[config.mk]
export PLATFORM = sky130hd
export DESIGN_NAME = tabellone_morra
export DESIGN_NICKNAME = d
export VERILOG_FILES = /design/src/rtl/tabellone_morra.sv
export SDC_FILE = /design/constraint.sdc
export NUM_CORES = 1
export LEC_CHECK = 0
export BUFFER_PORTS_ARGS = -buffer_cell sky130_fd_sc_hd__buf_2
export CORE_MARGIN = 2
export CORE_UTILIZATION = 45
export CTS_CLUSTER_DIAMETER = 120
export DETAILED_ROUTE_END_ITERATION = 16
export PLACE_DENSITY = 0.73
export SLEW_MARGIN = 20
export SYNTH_ARGS = -nofsm -noshare
export SYNTH_HDL_FRONTEND = slang
export SYNTH_SLANG_ARGS = --single-unit
[constraint.sdc]
create_clock -name clk -period 1.8 [get_ports clk]
set_input_delay 0.18 -clock clk [delete_from_list [all_inputs] [get_ports clk]]
set_output_delay 0.18 -clock clk [all_outputs]
set_load 0.005 [all_outputs]
[src/rtl/tabellone_morra.sv]
`default_nettype none
// +------------------------------------------------------------------------+
// | Module  : tabellone_morra                                              |
// | Brief   : Scoreboard for the morra game FSM: per-match round counters, |
// |           match tallies, last outcome and optional match history.      |
// |           Optional feature macro: TABELLONE_STORICO_EN                 |
// | Revision: 1.0 - initial release                                        |
// +------------------------------------------------------------------------+
module tabellone_morra #(
    parameter int CNT_W  = 5,
    parameter int PART_W = 8
) (
    input  logic              clk,
    input  logic              rst_n,
    input  logic              inizio,
    input  logic [1:0]        manche,
    input  logic [1:0]        partita,
    output logic [CNT_W-1:0]  vinte_primo,
    output logic [CNT_W-1:0]  vinte_secondo,
    output logic [CNT_W-1:0]  pareggi,
    output logic [PART_W-1:0] partite_primo,
    output logic [PART_W-1:0] partite_secondo,
    output logic [PART_W-1:0] partite_pari,
    output logic [1:0]        ultimo_esito,
    output logic              esito_valido,
    output logic [1:0]        stato_tab,
    output logic [7:0]        storico
);

    localparam logic [1:0] c_ATTESA = 2'b00;
    localparam logic [1:0] c_GIOCO  = 2'b01;
    localparam logic [1:0] c_CHIUSA = 2'b10;

    localparam logic [1:0] c_PRIMO   = 2'b01;
    localparam logic [1:0] c_SECONDO = 2'b10;
    localparam logic [1:0] c_PARI    = 2'b11;

    logic [1:0]        r_state;
    logic [CNT_W-1:0]  r_vinte_primo;
    logic [CNT_W-1:0]  r_vinte_secondo;
    logic [CNT_W-1:0]  r_pareggi;
    logic [PART_W-1:0] r_partite_primo;
    logic [PART_W-1:0] r_partite_secondo;
    logic [PART_W-1:0] r_partite_pari;
    logic [1:0]        r_ultimo_esito;
    logic              r_esito_valido;
    logic              w_chiude;

    // Saturating increments: counters stick at all-ones.
    function automatic logic [CNT_W-1:0] inc_cnt(input logic [CNT_W-1:0] v);
        return (&v) ? v : v + 1'b1;
    endfunction

    function automatic logic [PART_W-1:0] inc_part(input logic [PART_W-1:0] v);
        return (&v) ? v : v + 1'b1;
    endfunction

    assign w_chiude = (r_state == c_GIOCO) && !inizio && (partita != 2'b00);

    always_ff @(posedge clk) begin
        if (!rst_n) begin
            r_state           <= c_ATTESA;
            r_vinte_primo     <= '0;
            r_vinte_secondo   <= '0;
            r_pareggi         <= '0;
            r_partite_primo   <= '0;
            r_partite_secondo <= '0;
            r_partite_pari    <= '0;
            r_ultimo_esito    <= 2'b00;
            r_esito_valido    <= 1'b0;
        end else begin
            r_esito_valido <= 1'b0;
            case (r_state)
                c_ATTESA: begin
                    r_vinte_primo   <= '0;
                    r_vinte_secondo <= '0;
                    r_pareggi       <= '0;
                    if (!inizio) begin
                        r_state <= c_GIOCO;
                    end
                end
                c_GIOCO: begin
                    if (inizio) begin
                        // Abort discards the match without touching the tallies.
                        r_vinte_primo   <= '0;
                        r_vinte_secondo <= '0;
                        r_pareggi       <= '0;
                        r_state         <= c_ATTESA;
                    end else begin
                        case (manche)
                            c_PRIMO:   r_vinte_primo   <= inc_cnt(r_vinte_primo);
                            c_SECONDO: r_vinte_secondo <= inc_cnt(r_vinte_secondo);
                            c_PARI:    r_pareggi       <= inc_cnt(r_pareggi);
                            default:   ;
                        endcase
                        if (w_chiude) begin
                            case (partita)
                                c_PRIMO:   r_partite_primo   <= inc_part(r_partite_primo);
                                c_SECONDO: r_partite_secondo <= inc_part(r_partite_secondo);
                                default:   r_partite_pari    <= inc_part(r_partite_pari);
                            endcase
                            r_ultimo_esito <= partita;
                            r_esito_valido <= 1'b1;
                            r_state        <= c_CHIUSA;
                        end
                    end
                end
                c_CHIUSA: begin
                    if (inizio) begin
                        r_state <= c_ATTESA;
                    end
                end
                default: begin
                    r_state <= c_ATTESA;
                end
            endcase
        end
    end

`ifdef TABELLONE_STORICO_EN
    logic [7:0] r_storico;

    // Newest outcome enters at [1:0], oldest falls out of [7:6].
    always_ff @(posedge clk) begin
        if (!rst_n) begin
            r_storico <= 8'd0;
        end else if (w_chiude) begin
            r_storico <= {r_storico[5:0], partita};
        end
    end

    assign storico = r_storico;
`else
    assign storico = 8'd0;
`endif

    assign vinte_primo     = r_vinte_primo;
    assign vinte_secondo   = r_vinte_secondo;
    assign pareggi         = r_pareggi;
    assign partite_primo   = r_partite_primo;
    assign partite_secondo = r_partite_secondo;
    assign partite_pari    = r_partite_pari;
    assign ultimo_esito    = r_ultimo_esito;
    assign esito_valido    = r_esito_valido;
    assign stato_tab       = r_state;

endmodule
`default_nettype wire
# [After elaboration in Yosys (flattened, before gate mapping)]
# Index checks and enable logic that the tools add are counted.
[word_totals] register_bits=44
[op_classes] addsub=6 n_eq_ne=16 mux=18 bitwise_logic=7 reduce_logical=22
[ops] op="$mux W5" n=9
[ops] op="$pmux W5 S2" n=3
[ops] op="$reduce_and A5 Y1" n=6
[ops] op="$add A8 B1 Y8 const B" n=3
[ops] op="$reduce_and A8 Y1" n=3
[ops] op="$add A5 B1 Y5 const B" n=3
[ops] op="$reduce_and A3 Y1" n=5
[ops] op="$ne A3 B3 Y1 const B" n=4
[ops] op="$ne A3 B2 Y1 const B" n=3
[ops] op="$eq A2 B2 Y1 const B" n=4
[ops] op="$mux W2" n=4
[ops] op="$not A1 Y1" n=7
[ops] op="$eq A2 B1 Y1 const B" n=3
[ops] op="$pmux W2 S3" n=1
[ops] op="$ne A2 B2 Y1 const B" n=2
[ops] op="$reduce_bool A2 Y1" n=2
[ops] op="$reduce_or A3 Y1" n=1
[ops] op="$logic_and A1 B1 Y1" n=2
[ops] op="$logic_not A2 Y1" n=1
[ops] op="$reduce_or A2 Y1" n=1
[ops] op="$logic_not A1 Y1" n=1
[ops] op="$mux W1" n=1

# [Depth between registers and ports, before layout]
# Gate-level depths: netlist (run 1).
[depth] ltp_word=6 depth_mapped=7

# [Worst setup path after synthesis (run 1)]
# OpenSTA, ideal clock, no wires.
[synth_timing] kind="flip-flop to flip-flop" start="reg r_vinte_secondo[0], in the netlist vinte_secondo[0]" end="reg r_vinte_secondo[3], in the netlist vinte_secondo[3]" setup_ps=128 t_arrival_ps=1863 required_time_ps=1672 slack_ps=-191 stages_incl_launch_ff=8 path_buffers=0 path_cell_list="dfxtp_1 -> ha_1 -> and3_1 -> ha_1 -> nor4b_1 -> nand4_1 -> xor2_1 -> nor2_1"
[synth_between] elab_chain_cells=5 word_cells_on_any_way=8 cone_classes="1 x add/sub; 1 x eq/ne; 4 x mux; 2 x reduce/logical"
[synth_rtl] item="start, declared" line_no="40" rtl="logic [CNT_W-1:0] r_vinte_secondo;"
[synth_rtl] item="start signal, assigned" line_no="92" rtl="c_SECONDO: r_vinte_secondo <= inc_cnt(r_vinte_secondo);"
[synth_rtl] item="$add A5 B1 Y5" line_no="51" rtl="return (&v) ? v : v + 1'b1;"
[synth_rtl] item="$mux W5" line_no="51"
[synth_rtl] item="$mux W5" line_no="90" rtl="case (manche)"
[synth_rtl] item="$mux W5" line_no="83" rtl="if (inizio) begin"
[synth_rtl] item="$pmux W5 S2" line_no="73" rtl="case (r_state)"
# Several ways; a longest one is shown, not always the timed one. The select of a mux whose other input is x is not followed.
# A chain may end at the register's enable or synchronous reset.

# [Worst setup path after layout (run 1)]
[layout_timing] start="reg r_pareggi[0], in the netlist pareggi[0]" end="reg r_pareggi[4], in the netlist pareggi[4]"
[layout_between] elab_chain_cells=5 word_cells_on_any_way=8 cone_classes="1 x add/sub; 1 x eq/ne; 4 x mux; 2 x reduce/logical"
[layout_rtl] item="start, declared" line_no="41" rtl="logic [CNT_W-1:0] r_pareggi;"
[layout_rtl] item="start signal, assigned" line_no="93" rtl="c_PARI: r_pareggi <= inc_cnt(r_pareggi);"
[layout_rtl] item="$add A5 B1 Y5" line_no="51"
[layout_rtl] item="$mux W5" line_no="51"
[layout_rtl] item="$mux W5" line_no="90"
[layout_rtl] item="$mux W5" line_no="83"
[layout_rtl] item="$pmux W5 S2" line_no="73"
# Several ways; a longest one is shown, not always the timed one. The select of a mux whose other input is x is not followed.

==> results of run 1 <==
## routing by layer
layer / wire length [um] / global-route usage (%)
met4: 63 / 6.94
met2: 2440 / 30.3
met1: 2160 / 23.0
met5: 0 / 0
met3: 206 / 5.01
## sequential cells by signal, summed over array words and instances (netlist names)
signal	cells
stato_tab	2
partite_pari	8
partite_primo	8
vinte_primo	5
esito_valido	1
ultimo_esito	2
partite_secondo	8
vinte_secondo	5
pareggi	5
## cell type report
| cell class | count | area [sq um] | area share [%] |
|---|---|---|---|
| multi-input combinational | 181 | 1350 | 46.2 |
| inverter | 7 | 26.3 | 0.901 |
| sequential | 44 | 887 | 30.4 |
| timing repair buffer | 78 | 473 | 16.2 |
| clock buffer | 5 | 68.8 | 2.36 |
| clock inverter | 1 | 30.0 | 1.03 |
| tap | 67 | 83.8 | 2.87 |
## Yosys cell counts, types with 2 or more instances
master and count:
a211oi_1 2, a21oi_1 17, a22oi_1 2, a32oi_1 4, and3_1 7, and4_1 2
buf_4 8, clkbuf_1 3, dfxtp_1 44, ha_1 12, inv_1 6, mux2i_1 6
nand2_1 18, nand2b_1 4, nand3_1 7, nand3b_1 4, nand4_1 8, nor2_1 28
nor3_1 2, nor4b_1 3, nor4b_4 2, o21ai_0 5, o31ai_1 4, or3_1 6
or4_1 3, xnor2_1 4, xor2_1 9
## repair_timing
action                                  4_1_cts  5_1_grt
endpoints found under the setup margin        4       18
gates resized for setup                       3       16
pin swaps                                     3       12
setup buffers                                 2        3
## path summary, 6_finish.rpt
path,to,from,cells past startpoint
worst min register to register,ultimo_esito[0],ultimo_esito[0],2
worst max-delay path,pareggi[4],pareggi[0],7
worst max register to register,pareggi[4],pareggi[0],7
worst min-delay path,stato_tab[1],inizio,3
## power groups by stage
stage          Sequential [uW]  Combinational, uW  Clock, uW
2_1_floorplan             1010               85.6          0
3_3_place_gp              1010                134          0
3_5_place_dp              1010                137          0
4_1_cts                    982                142        743
5_1_grt                    983                164        770
6_report                   982                148        718
## worst max-delay path: stages (launching register included)
cell     delay, ns
dfxtp_2       0.34
ha_4          0.15
and3_4        0.18
ha_4          0.15
or4bb_4       0.54
nor2_4        0.16
a22oi_2       0.07
nor2_1        0.10
## per-stage QoR
step                      TNS (ns)  setup WS (ns)  hold slack (ns)  total power (uW)
after floorplan            -0.0379        -0.0379            0.257              1090
after global routing       -0.0863        -0.0325            0.213              1920
final                            0         0.0545            0.200              1850
after global placement      -0.828         -0.175            0.443              1140
after detailed placement     -1.18         -0.207            0.469              1140
after CTS                        0        0.00287            0.197              1870
## cells by family after synthesis
family | after synthesis
XOR/XNOR | 13
other | 1
buffers and inverters | 21
adder cells (fa/ha/maj) | 12
AO/OA/AOI/OAI | 44
multiplexers | 7
AND/OR/NAND/NOR | 97
flip-flops | 44
==> impl_metrics.ini, run 1 <==
[place]
io_buffers = 50
gp_congestion = 0.802
dpl.hpwl_um = 3580
dpl.cell_count = 372
place_area_sq_um = 2700

[cts]
cts.sinks = 44
clk_latency_ns = 0.30
h-tree-depth = 2
cts_buffers = 5
clk_pin_slew_worst_paths_ns = 0.09
clock-root-buffer = clkbuf_8
cts_tree = done
clk_path_buf_depth = 2
postCtsHoldBufs = 0

[logic_synthesis]
synth.yosys.seq_area_share_pct = 39.6
yosysTopAreaCellShare_pct = 39.6
ys.flop_type = dfxtp_1
syn_avg_cell_area_sq_um = 9.32
synth_simple_gate_area_share_pct = 24.6
muxShareOfSynthArea_pct = 3.20
syn-instance-count = 239
synth_cell_types = 46
synth_area_sq_um = 2230
synth_top_area_cell = dfxtp_1
synth_top_family_by_area = simple AND/OR/NAND/NOR gates
synth_enable_flop_cells = 0
synth_xor_area_share_pct = 5.11
synth_warnings = 0
yosys.area_share.adder_pct = 6.74
ys_ff_latch = 44
yosys-top-cells-area = dfxtp_1 (40%), ha_1 (6.7%), nor2_1 (4.7%), a21oi_1 (3.8%), xor2_1 (3.5%)
synth_compound_area_share_pct = 15.2
synth-async-reset-ratio_pct = 0

[floorplanning]
core_sq_um = 4750
die_area_sq_um = 5530
die_x_um = 74.4
core.rowCount = 25
io_pins = 59
start_util_pct = 46.8
die-height_um = 74.4

[pwr]
p_leak_uw = 0.00126
power_density_nw_per_um2 = 634
power.share.clock_pct = 38.8
ir_worst_vdd_v = 0.000399
swShare_pct = 22.0
power_frac_comb_pct = 8.0
internal_power_uw = 1440
seqPwrFrac_pct = 53.1
power_switching_uw = 407

[timing]
period_minus_slack_ns = 1.75
skew_ns = 0.0160
min_period_over_period_pct = 97.0
grt_setup_unrepaired = yes
tightest_slew_ns = 0.559
slew_violations = 0
setup_violations = 0
max_freq_mhz = 573
finalHoldViolCount = 0
slew_headroom_pct = 62.5

[cells_and_area]
fill_cells = 432
nets = 336
final_area_sq_um = 2920
fin_util_pct = 61.4
fin_cells = 383
syn_to_final_growth_pct = 31.0
layout.cells.most_common = buf_2
drive_gt1_share_pct = 35.8
num_antenna_cells = 0
final_cell_mix = buf_2 (50), dfxtp_1 (39), nor2_1 (27), buf_4 (27), nand2_1 (18)

[global_routing]
grt_pass1_vias = 1837
antenna_found_initial = 0
grt_pass1_wl_um = 7950
grt_use_total_pct = 18.3
gr-total-overflow = 0
grt_max_degree = 20

[route]
wl_per_cell_um = 12.7
drcViolationCount = 0
firstDrtPassIters = 4
wirelength_um = 4870
drt_iter0_drc = 63
postRouteAntennaNets = 0
viasPerCell = 5.15
via_count = 1973

[setup_path]
crit_path_end_kind = flop
path_max_fanout = 3
start_kind = flop
r2r_slack_ns = 0.05
cp.required_ns = 2.04
cp.arrival_ns = 1.99
worstSetupPathType = reg -> reg

[flow_run]
maxCapViolCount = 0

[worst_hold_path]
worstHoldPathType = in -> reg

[run_status]
status = completed
Power figures use the tool's default switching activity.
==> inputs of run 2 (changes only) <==
CORE_MARGIN = not set   (was 2)
==> impl_metrics.ini, run 2 (same netlist as run 1, synthesis figures left out) <==
[run_status]
status = completed

[pwr]
ir_worst_vdd_v = 0.000344
p_leak_uw = 0.00126
power_density_nw_per_um2 = 626

[global_routing]
grt_use_total_pct = 18.0
gr-total-overflow = 0
grt_pass1_vias = 1748
antenna_found_initial = 0
grtUsageMet3_pct = 5.28
busiest_layer = met2
grt_pass1_wl_um = 7450
grt_max_degree = 31
use_met1_pct = 21.4
use_met2_pct = 30.6

[setup_path]
cp_top_family = simple AND/OR/NAND/NOR gates
start_kind = flop
path_max_fanout = 4
critPathBufInv = 0
cp.arrival_ns = 1.93
worstPathCellList = ha_1 -> and3_1 -> ha_1 -> nor4b_4 -> a21oi_1 -> a32oi_1 -> nor2_1
crit_top_cell = ha_1
cp.required_ns = 1.99
crit_path_end_kind = flop
crit_path_max_incr_delay_ns = 0.32
worstSetupPathType = reg -> reg
r2r_slack_ns = 0.06
crit_slowest_cell = dfxtp_1

[timing]
max_freq_mhz = 574
slew_headroom_pct = 63.8
period_minus_slack_ns = 1.74
skew_ns = 0.00592
finalHoldViolCount = 0
slew_violations = 0
tightest_slew_ns = 0.539
tns_ns = 0
min_period_over_period_pct = 96.8
setup_violations = 0

[floorplanning]
die_x_um = 72.4
io_pins = 59
core.rowCount = 25
core_sq_um = 4750
start_util_pct = 46.8
die_area_sq_um = 5230
die-height_um = 72.4

[place]
dpl.hpwl_um = 3370
dpl.cell_count = 372
place_area_sq_um = 2700
io_buffers = 50
gp_congestion = 0.771

[cells_and_area]
drive_gt1_share_pct = 33.3
syn_to_final_growth_pct = 28.8
nets = 334
num_antenna_cells = 0
fin_cells = 382
layout.cells.most_common = buf_2
fill_cells = 438
final_area_sq_um = 2870
final_cell_mix = buf_2 (50), dfxtp_1 (43), nor2_1 (27)

[route]
viasPerCell = 5.20
via_count = 1987
postRouteAntennaNets = 0
drcViolationCount = 0
wirelength_um = 4550
firstDrtPassIters = 5
drt_iter0_drc = 59
wl_per_cell_um = 11.9

[cts]
clk_latency_ns = 0.30
cts.sinks = 44
cts_buffers = 5
postCtsHoldBufs = 0
clk_path_buf_depth = 2
h-tree-depth = 2
cts_tree = done
clk_pin_slew_worst_paths_ns = 0.08
clock-root-buffer = clkbuf_8

[flow_run]
maxCapViolCount = 0

[worst_hold_path]
worstHoldPathType = in -> reg
run 2: changes by cell type in the layout (fill, tap and decap cells not counted), sizes merged:
cell,previous run,this run
buf,78,76
clkbuf,5,7
bufinv,1,0
run 2: layout make-up:
| type | instances | area [sq um] | area share (%) |
|---|---|---|---|
| Sequential cell | 44 | 882 | 30.8 |
| Clock buffer | 7 | 96.3 | 3.36 |
| Multi-Input combinational cell | 181 | 1320 | 45.9 |
| Timing Repair Buffer | 76 | 462 | 16.1 |
| Inverter | 7 | 26.3 | 0.916 |
| Tap cell | 67 | 83.8 | 2.92 |
run 2: what timing repair did:
| item | in CTS | in global routing |
|---|---|---|
| gates cloned | 0 | 0 |
| buffers inserted | 2 | 1 |
| endpoints found under the setup margin | 6 | 12 |
| resized for setup | 4 | 7 |
| pin swaps | 3 | 2 |
run 2: routing by layer:
metal,vias to the layer above,wire (um)
met1,920,2080
li1,1006,-
met2,56,2150
met5,-,0
met4,0,62
met3,5,257
run 2: final timing paths:
| kind | startpoint | endpoint | cells past startpoint |
|---|---|---|---|
| setup / recovery | vinte_primo[0] | vinte_primo[1] | 7 |
| hold / removal | rst_n | partite_pari[7] | 3 |
| setup reg to reg | vinte_primo[0] | vinte_primo[1] | 7 |
| hold reg to reg | ultimo_esito[1] | ultimo_esito[1] | 2 |
run 2: tightest hold or removal path, cell delays in order:
cell and delay (ns):
buf_2 0.14, nand2b_1 0.07, mux2i_1 0.05
run 2: power by group:
| part | switching, uW | leakage, uW | internal, uW |
|---|---|---|---|
| Sequential | 4.07 | 0.000355 | 978 |
| Clock | 323 | 0.0000503 | 342 |
| Combinational | 80.8 | 0.000859 | 65.3 |
run 2: per-stage QoR:
step                util, %  hold WS (ns)  setup WS, ns  total power (uW)
global route           60.3         0.208       -0.0220              1860
finish                 60.3         0.203        0.0568              1790
CTS                    59.4         0.201        0.0189              1810
global placement       56.7         0.442        -0.173              1140
floorplan                 -         0.257       -0.0379              1090
detailed placement     56.7         0.452        -0.233              1140
